<file path="src/rtl/cache_mem_arbiter_pkg.sv">
// Shared types and constants for the cache/main-memory arbiter:
// FSM state encoding, default block geometry and memory latency,
// block-alignment mask and the one-hot grant bit positions.
package cache_arb_pkg;

  localparam int unsigned MEM_LAT_DEF   = 4;
  localparam int unsigned BLK_WORDS_DEF = 8;
  localparam logic [15:0] BLK_MASK      = 16'hFFF0;

  // One-hot grant vector bit positions.
  localparam int GNT_I  = 0;
  localparam int GNT_D  = 1;
  localparam int GNT_WR = 2;

  typedef enum logic [1:0] {
    IDLE    = 2'd0,
    I_FILL  = 2'd1,
    D_FILL  = 2'd2,
    D_WRITE = 2'd3
  } arb_state_e;

  // Block base address of a faulting byte address.
  function automatic logic [15:0] blk_base(input logic [15:0] addr);
    return addr & BLK_MASK;
  endfunction

endpackage

</file>
<file path="src/rtl/cache_mem_arbiter_arb_grant.sv">
// Grant selection for the cache/main-memory arbiter.
// Write-through stores always win. Between the two miss sides the
// loser of a tie is the side named by last_gnt_d_i (1 = D won last
// time, so I wins now); tying last_gnt_d_i low gives fixed D-first.
module arb_grant
  import cache_arb_pkg::*;
(
  input  logic       wr_req_i,
  input  logic       d_req_i,
  input  logic       i_req_i,
  input  logic       last_gnt_d_i,
  output logic [2:0] gnt_o
);

  // Priority pick: store, then miss tie-break, then single miss.
  always_comb begin
    gnt_o = 3'b000;
    if (wr_req_i) begin
      gnt_o[GNT_WR] = 1'b1;
    end else if (d_req_i && i_req_i) begin
      if (last_gnt_d_i) gnt_o[GNT_I] = 1'b1;
      else              gnt_o[GNT_D] = 1'b1;
    end else if (d_req_i) begin
      gnt_o[GNT_D] = 1'b1;
    end else if (i_req_i) begin
      gnt_o[GNT_I] = 1'b1;
    end
  end

endmodule

</file>
<file path="src/rtl/cache_mem_arbiter.sv">
// Arbiter between I-cache block fills, D-cache block fills and D-side
// write-through stores onto a single main-memory port.
// Build option: define ARB_RR_EN to make I/D miss ties round-robin;
// without it D misses always beat I misses.
//
// Handshake: requests (i_miss, d_miss, d_wr_req) are levels with no
// ready/ack. A request is taken in the IDLE cycle it is seen; the
// address/data are latched on that grant edge and never resampled, so
// a request may drop mid-operation without aborting it. The stalls are
// the only back-pressure. Memory reads are pipelined: one issue per
// cycle, each answered by a single-cycle mem_valid MEM_LAT cycles later.
module cache_mem_arbiter
  import cache_arb_pkg::*;
#(
  parameter int unsigned MEM_LAT   = MEM_LAT_DEF,
  parameter int unsigned BLK_WORDS = BLK_WORDS_DEF
) (
  input  logic        clk,
  input  logic        rst_n,
  input  logic        i_miss,
  input  logic [15:0] i_miss_addr,
  input  logic        d_miss,
  input  logic [15:0] d_miss_addr,
  input  logic        d_wr_req,
  input  logic [15:0] d_wr_addr,
  input  logic [15:0] d_wr_data,
  output logic        mem_en,
  output logic        mem_wr,
  output logic [15:0] mem_addr,
  output logic [15:0] mem_wdata,
  input  logic [15:0] mem_rdata,
  input  logic        mem_valid,
  output logic [15:0] fill_data,
  output logic [2:0]  fill_word,
  output logic        i_data_we,
  output logic        i_tag_we,
  output logic        d_data_we,
  output logic        d_tag_we,
  output logic        i_stall,
  output logic        d_stall,
  output arb_state_e  state_dbg
);

  localparam logic [2:0] LAST_IDX = 3'(BLK_WORDS - 1);
  localparam logic [7:0] LAT_LIM  = 8'(MEM_LAT);

  arb_state_e  state_q;
  logic [2:0]  issue_cnt_q;
  logic [2:0]  ret_cnt_q;
  logic [15:0] base_q;
  logic [15:0] mem_addr_q;
  logic [15:0] mem_wdata_q;
  logic        mem_en_q;
  logic        mem_wr_q;
  logic [7:0]  lat_cnt_q;

  logic [2:0]  gnt;
  logic        last_gnt_d;
  logic [15:0] grant_base;
  logic [15:0] next_addr_d;
  logic        in_fill;
  logic        lat_ok;
  logic        ret_accept;
  logic        ret_last;

  arb_grant u_arb_grant (
    .wr_req_i     (d_wr_req),
    .d_req_i      (d_miss),
    .i_req_i      (i_miss),
    .last_gnt_d_i (last_gnt_d),
    .gnt_o        (gnt)
  );

`ifdef ARB_RR_EN
  logic last_gnt_d_q;

  // Remember which miss side won last so the other side wins a tie.
  always_ff @(posedge clk or negedge rst_n) begin
    if (!rst_n) begin
      last_gnt_d_q <= 1'b0;
    end else if (state_q == IDLE && (gnt[GNT_D] || gnt[GNT_I])) begin
      last_gnt_d_q <= gnt[GNT_D];
    end
  end

  assign last_gnt_d = last_gnt_d_q;
`else
  assign last_gnt_d = 1'b0;
`endif

  // Block base of the winning miss and the address of the next issue.
  always_comb begin
    grant_base  = gnt[GNT_D] ? blk_base(d_miss_addr) : blk_base(i_miss_addr);
    next_addr_d = base_q + {12'd0, 3'(issue_cnt_q + 3'd1), 1'b0};
  end

  // Return acceptance: only during a fill, and never earlier than the
  // memory latency allows after the first issue.
  always_comb begin
    in_fill    = (state_q == I_FILL) || (state_q == D_FILL);
    lat_ok     = (lat_cnt_q >= LAT_LIM);
    ret_accept = in_fill && mem_valid && lat_ok;
    ret_last   = ret_accept && (ret_cnt_q == LAST_IDX);
  end

  // Main FSM: grant, issue the block reads, count returns, or do one store.
  always_ff @(posedge clk or negedge rst_n) begin
    if (!rst_n) begin
      state_q     <= IDLE;
      issue_cnt_q <= 3'd0;
      ret_cnt_q   <= 3'd0;
      base_q      <= 16'd0;
      mem_en_q    <= 1'b0;
      mem_wr_q    <= 1'b0;
      mem_addr_q  <= 16'd0;
      mem_wdata_q <= 16'd0;
      lat_cnt_q   <= 8'd0;
    end else begin
      case (state_q)
        IDLE: begin
          if (gnt[GNT_WR]) begin
            state_q     <= D_WRITE;
            mem_en_q    <= 1'b1;
            mem_wr_q    <= 1'b1;
            mem_addr_q  <= d_wr_addr;
            mem_wdata_q <= d_wr_data;
          end else if (gnt[GNT_D] || gnt[GNT_I]) begin
            state_q     <= gnt[GNT_D] ? D_FILL : I_FILL;
            base_q      <= grant_base;
            mem_en_q    <= 1'b1;
            mem_wr_q    <= 1'b0;
            mem_addr_q  <= grant_base;
            issue_cnt_q <= 3'd0;
            ret_cnt_q   <= 3'd0;
            lat_cnt_q   <= 8'd0;
          end
        end
        I_FILL, D_FILL: begin
          if (mem_en_q) begin
            if (issue_cnt_q == LAST_IDX) begin
              mem_en_q    <= 1'b0;
              mem_addr_q  <= 16'd0;
              issue_cnt_q <= 3'd0;
            end else begin
              issue_cnt_q <= issue_cnt_q + 3'd1;
              mem_addr_q  <= next_addr_d;
            end
          end
          if (lat_cnt_q != LAT_LIM) begin
            lat_cnt_q <= lat_cnt_q + 8'd1;
          end
          if (ret_accept) begin
            if (ret_last) begin
              ret_cnt_q <= 3'd0;
              state_q   <= IDLE;
            end else begin
              ret_cnt_q <= ret_cnt_q + 3'd1;
            end
          end
        end
        D_WRITE: begin
          mem_en_q    <= 1'b0;
          mem_wr_q    <= 1'b0;
          mem_addr_q  <= 16'd0;
          mem_wdata_q <= 16'd0;
          state_q     <= IDLE;
        end
        default: begin
          state_q <= IDLE;
        end
      endcase
    end
  end

  // Fill strobes follow mem_valid in the same cycle; tag on the last word.
  always_comb begin
    fill_data = ret_accept ? mem_rdata : 16'd0;
    fill_word = ret_accept ? ret_cnt_q : 3'd0;
    i_data_we = ret_accept && (state_q == I_FILL);
    d_data_we = ret_accept && (state_q == D_FILL);
    i_tag_we  = ret_last && (state_q == I_FILL);
    d_tag_we  = ret_last && (state_q == D_FILL);
  end

  // Stalls: a lone store is released in its own D_WRITE cycle.
  always_comb begin
    i_stall = i_miss || (state_q == I_FILL);
    if (state_q == D_WRITE) d_stall = !(d_wr_req && !d_miss);
    else                    d_stall = d_miss || d_wr_req || (state_q == D_FILL);
  end

  assign mem_en    = mem_en_q;
  assign mem_wr    = mem_wr_q;
  assign mem_addr  = mem_addr_q;
  assign mem_wdata = mem_wdata_q;
  assign state_dbg = state_q;

endmodule

</file>
<file path="config.mk">
export PLATFORM = sky130hd
export DESIGN_NAME = cache_mem_arbiter
export DESIGN_NICKNAME = d
export VERILOG_FILES = /design/src/rtl/cache_mem_arbiter_pkg.sv /design/src/rtl/cache_mem_arbiter_arb_grant.sv /design/src/rtl/cache_mem_arbiter.sv
export SDC_FILE = /design/constraint.sdc
export NUM_CORES = 1
export LEC_CHECK = 0
export BUFFER_PORTS_ARGS = -buffer_cell sky130_fd_sc_hd__buf_2
export CORE_MARGIN = 2
export CORE_UTILIZATION = 30
export DETAILED_ROUTE_END_ITERATION = 6
export PLACE_DENSITY = 0.53
export SYNTH_ARGS = -nofsm -noshare
export SYNTH_HDL_FRONTEND = slang
export SYNTH_HIERARCHICAL = 1
export SYNTH_SLANG_ARGS = --single-unit
</file>
<file path="constraint.sdc">
create_clock -name clk -period 4.7 [get_ports clk]
set_input_delay 0.235 -clock clk [delete_from_list [all_inputs] [get_ports clk]]
set_output_delay 0.235 -clock clk [all_outputs]
set_load 0.02 [all_outputs]
</file>
==> results.md <==
* Worst Path Class, Setup: reg2reg
* Tmin final at approximately 2800 ps
* Max VDD drop at roughly 0.26 mV
* Vias/cell at between 4 and 5
* Num CTS Buffers at 9
* Syn_area_per_cell at between 9 and 10 µm²
* Clock Tree Buf Depth at 2
* Min-Delay Path Class: in2async
* Slowest CP cell: nor3_2
* Post-synth EDFFs at 0
* Row count at 39
* Crit path cell chain: inv_1, ha_1, inv_1, nor3_2, a22oi_1, a21oi_1
* DP HPWL at between 6 and 7 mm
* Fin cells at 655
* Mapped Cells at ~380
* Post-route ant nets at 0
* Area post-placement at roughly 4300 µm²
* Async S/R FF share, synth at 100%
* Fmax at 361 MHz
* CP max stage delay at roughly 900 ps
* Cell area after synthesis at ~3500 µm²
* Clock Tree Root: clkbuf_16
* Worst Tran Pin Value at slightly above 1000 ps
* Final Util at 40.3%
* Routed WL per cell at around 15 µm
* Seq/Total Area, Yosys at roughly 44%
* Share of cells above drive strength 1 at approximately a third
* Met1 wire length at 4.36 mm
* Hold Vio Cnt, Final at 0
* Die Y at 112 µm
* Wire length on met3 at 699 µm
* Largest net degree at the start of global routing at 63
* H-Tree Depth at 3
* Global-route wire length before repair at 15.9 mm
* YS warnings at 6
* Initial Utilization at a little under a third
* Vias after detailed routing at between 3,000 and 4,000
* CTS sink cnt at 62
* Fin Setup TNS at 0 ps
* Post_cts resized at 0
* Pwr dens at between 600 and 700 nW/µm²
* Status: completed
* Reg2Reg Launch Point: state_dbg[1]$_DFFE_PN0P_
* Routability cong. at slightly above 0.8
* Crit path to: mem_addr[9]$_DFFE_PN0P_
* Met2 WL at ~4.4 mm
* CP Launch Type: register
* Synth Flop Type: dfrtp_1
* Inst Count DP at between 600 and 700
* Post-Route WL at roughly 9.5 mm
* Most frequent cells in the layout: buf_2 (138), dfrtp_1 (62), nand2_1 (40)
* Final worst-path cycle share at roughly three fifths
* Rel. slew slack at 30.6%
* CTS tree: yes
* Count of cell types in the netlist at slightly above 50
* DR pass1 iterations at 4
* Worst path arrival time at slightly above 3000 ps
* Cell area after layout at ~4600 µm²
* GRT Total Usage at 15.6%
* Core Box Area at 11,400 µm²
* Leak at roughly 2.3 nW
* DR iter-0 viols at 208
* Most common cell after layout, fill and taps aside: buf_2
* Die width at ~110 µm
* Final Max Tran Viols at 0
* Post-CTS Setup Repair Bufs at 0
* Worst Setup SP: state_dbg[1]$_DFFE_PN0P_
* Initial antenna violation count at 0
* ANT cells at 0
* Worst-path fanout max at 13
* Residual DRC count at 0
* Final setup viols at 0
* Number of synthesized register bits at 62
* Most frequent CP cell: inv_1
* FF-to-FF End: mem_addr[9]$_DFFE_PN0P_
* Worst Skew at 6.57 ps
* Setup crit end kind: register
* Port Buffer Count at 138
* Worst-case reg-to-reg path depth at 6
* Max Cap Viol at 0
* GRT overflow at 0
* Io pins at around 150
* Highest Signal Layer: met4
* RSZ-0062 raised after global routing: no
* R2R Setup Slk at between 1500 and 2000 ps
* Clk pin slew, worst setup/hold paths at 60 ps
* Layout area overhead at 31.2%
* Total Die Area at 12,500 µm²
* Post-CTS Hold Fix Bufs at 0
* Layout Nets at roughly 600
* Number of global-route vias before repair at between 3,000 and 4,000
* Worst skew pair latency at between 300 and 400 ps
* Req. time, crit path at 4950 ps
power breakdown:
part	switching, W	total (W)	internal (W)	leakage [nW]
logic	0.000957	0.00150	0.000540	1.34
clock network	0.000243	0.000706	0.000463	0.152
registers	0.000155	0.000923	0.000768	0.774
cell type report:
class                   instances  area, µm²
clock buffers                  10        229
flip-flops and latches         62       1550
fillers                      1137       6790
multi-input cells             278       1760
repair buffers                142        721
inverters                      14       52.6
well taps                     143        179
clock inverters                 6       86.3
layer usage:
metal,global-route usage [%],vias to the layer above
li1,-,1594
met1,20.9,1499
met2,24.7,130
met3,3.92,8
met4,5.02,0
met5,0,-
sequential cells by signal (all words and copies together), names as in the netlist:
register and cells:
mem_addr 16, mem_wdata 16, base_q 12, lat_cnt_q 8, issue_cnt_q 3, ret_cnt_q 3, state_dbg 2, mem_en 1
mem_wr 1
logic make-up (layout without fill, tap and decap cells):
| kind of cell | Yosys count | count (layout) | synth area share [%] |
|---|---|---|---|
| buf+inv | 39 | 172 | 5.52 |
| other cells | 1 | 2 | 0.107 |
| flops | 62 | 62 | 44.4 |
| compound gates | 122 | 122 | 23.4 |
| simple gates | 128 | 128 | 18.3 |
| mux | 16 | 16 | 4.59 |
| fa+ha+maj | 10 | 10 | 3.58 |
through the flow:
stage / total power [W] / hold slack [ps] / setup slack, ps
after global placement: 0.00241 / 468 / 1980
after floorplan: 0.00201 / -60.6 / 2790
after global routing: 0.00339 / 157 / 1670
after CTS: 0.00316 / 124 / 1930
after detailed placement: 0.00245 / 480 / 1950
final: 0.00313 / 87.0 / 1930
worst max-delay path: cells and delay by family, from the launching register on:
kind            cells  cell delay [ps]
compound gates      2              440
fa+ha+maj           1              550
buf+inv             2              380
flops               1              430
simple gates        1              900
worst min-delay path by stage:
| stage | startpoint | endpoint | slack [ps] | cells past startpoint |
|---|---|---|---|---|
| 6_report | rst_n | mem_wdata[7]$_DFFE_PN0P_ | 90 | 2 |
| 5_1_grt | rst_n | mem_wdata[7]$_DFFE_PN0P_ | 160 | 2 |
| 4_1_cts | rst_n | mem_wdata[12]$_DFFE_PN0P_ | 120 | 2 |
| 3_5_place_dp | rst_n | mem_wdata[12]$_DFFE_PN0P_ | 480 | 2 |
| 3_3_place_gp | d_wr_addr[0] | mem_addr[0]$_DFFE_PN0P_ | 470 | 3 |
| 2_1_floorplan | rst_n | base_q[10]$_DFFE_PN0P_ | -60 | 0 |
cell usage after synthesis (3+ instances only):
cell type	count	area [µm²]
buf_4	4	30.0
and2_1	22	138
nand2b_1	6	37.5
a22oi_1	31	233
nand2_1	40	150
nor2_1	33	124
mux2i_1	16	160
buf_2	13	65.1
inv_1	13	48.8
dfrtp_1	62	1550
a21oi_1	30	150
ha_1	10	125
and3_1	3	18.8
o21ai_0	35	175
clkbuf_1	6	22.5
nand3_1	5	25.0
nor3_1	3	15.0
a22o_1	4	35.0
(Power assumes the default switching activity.)
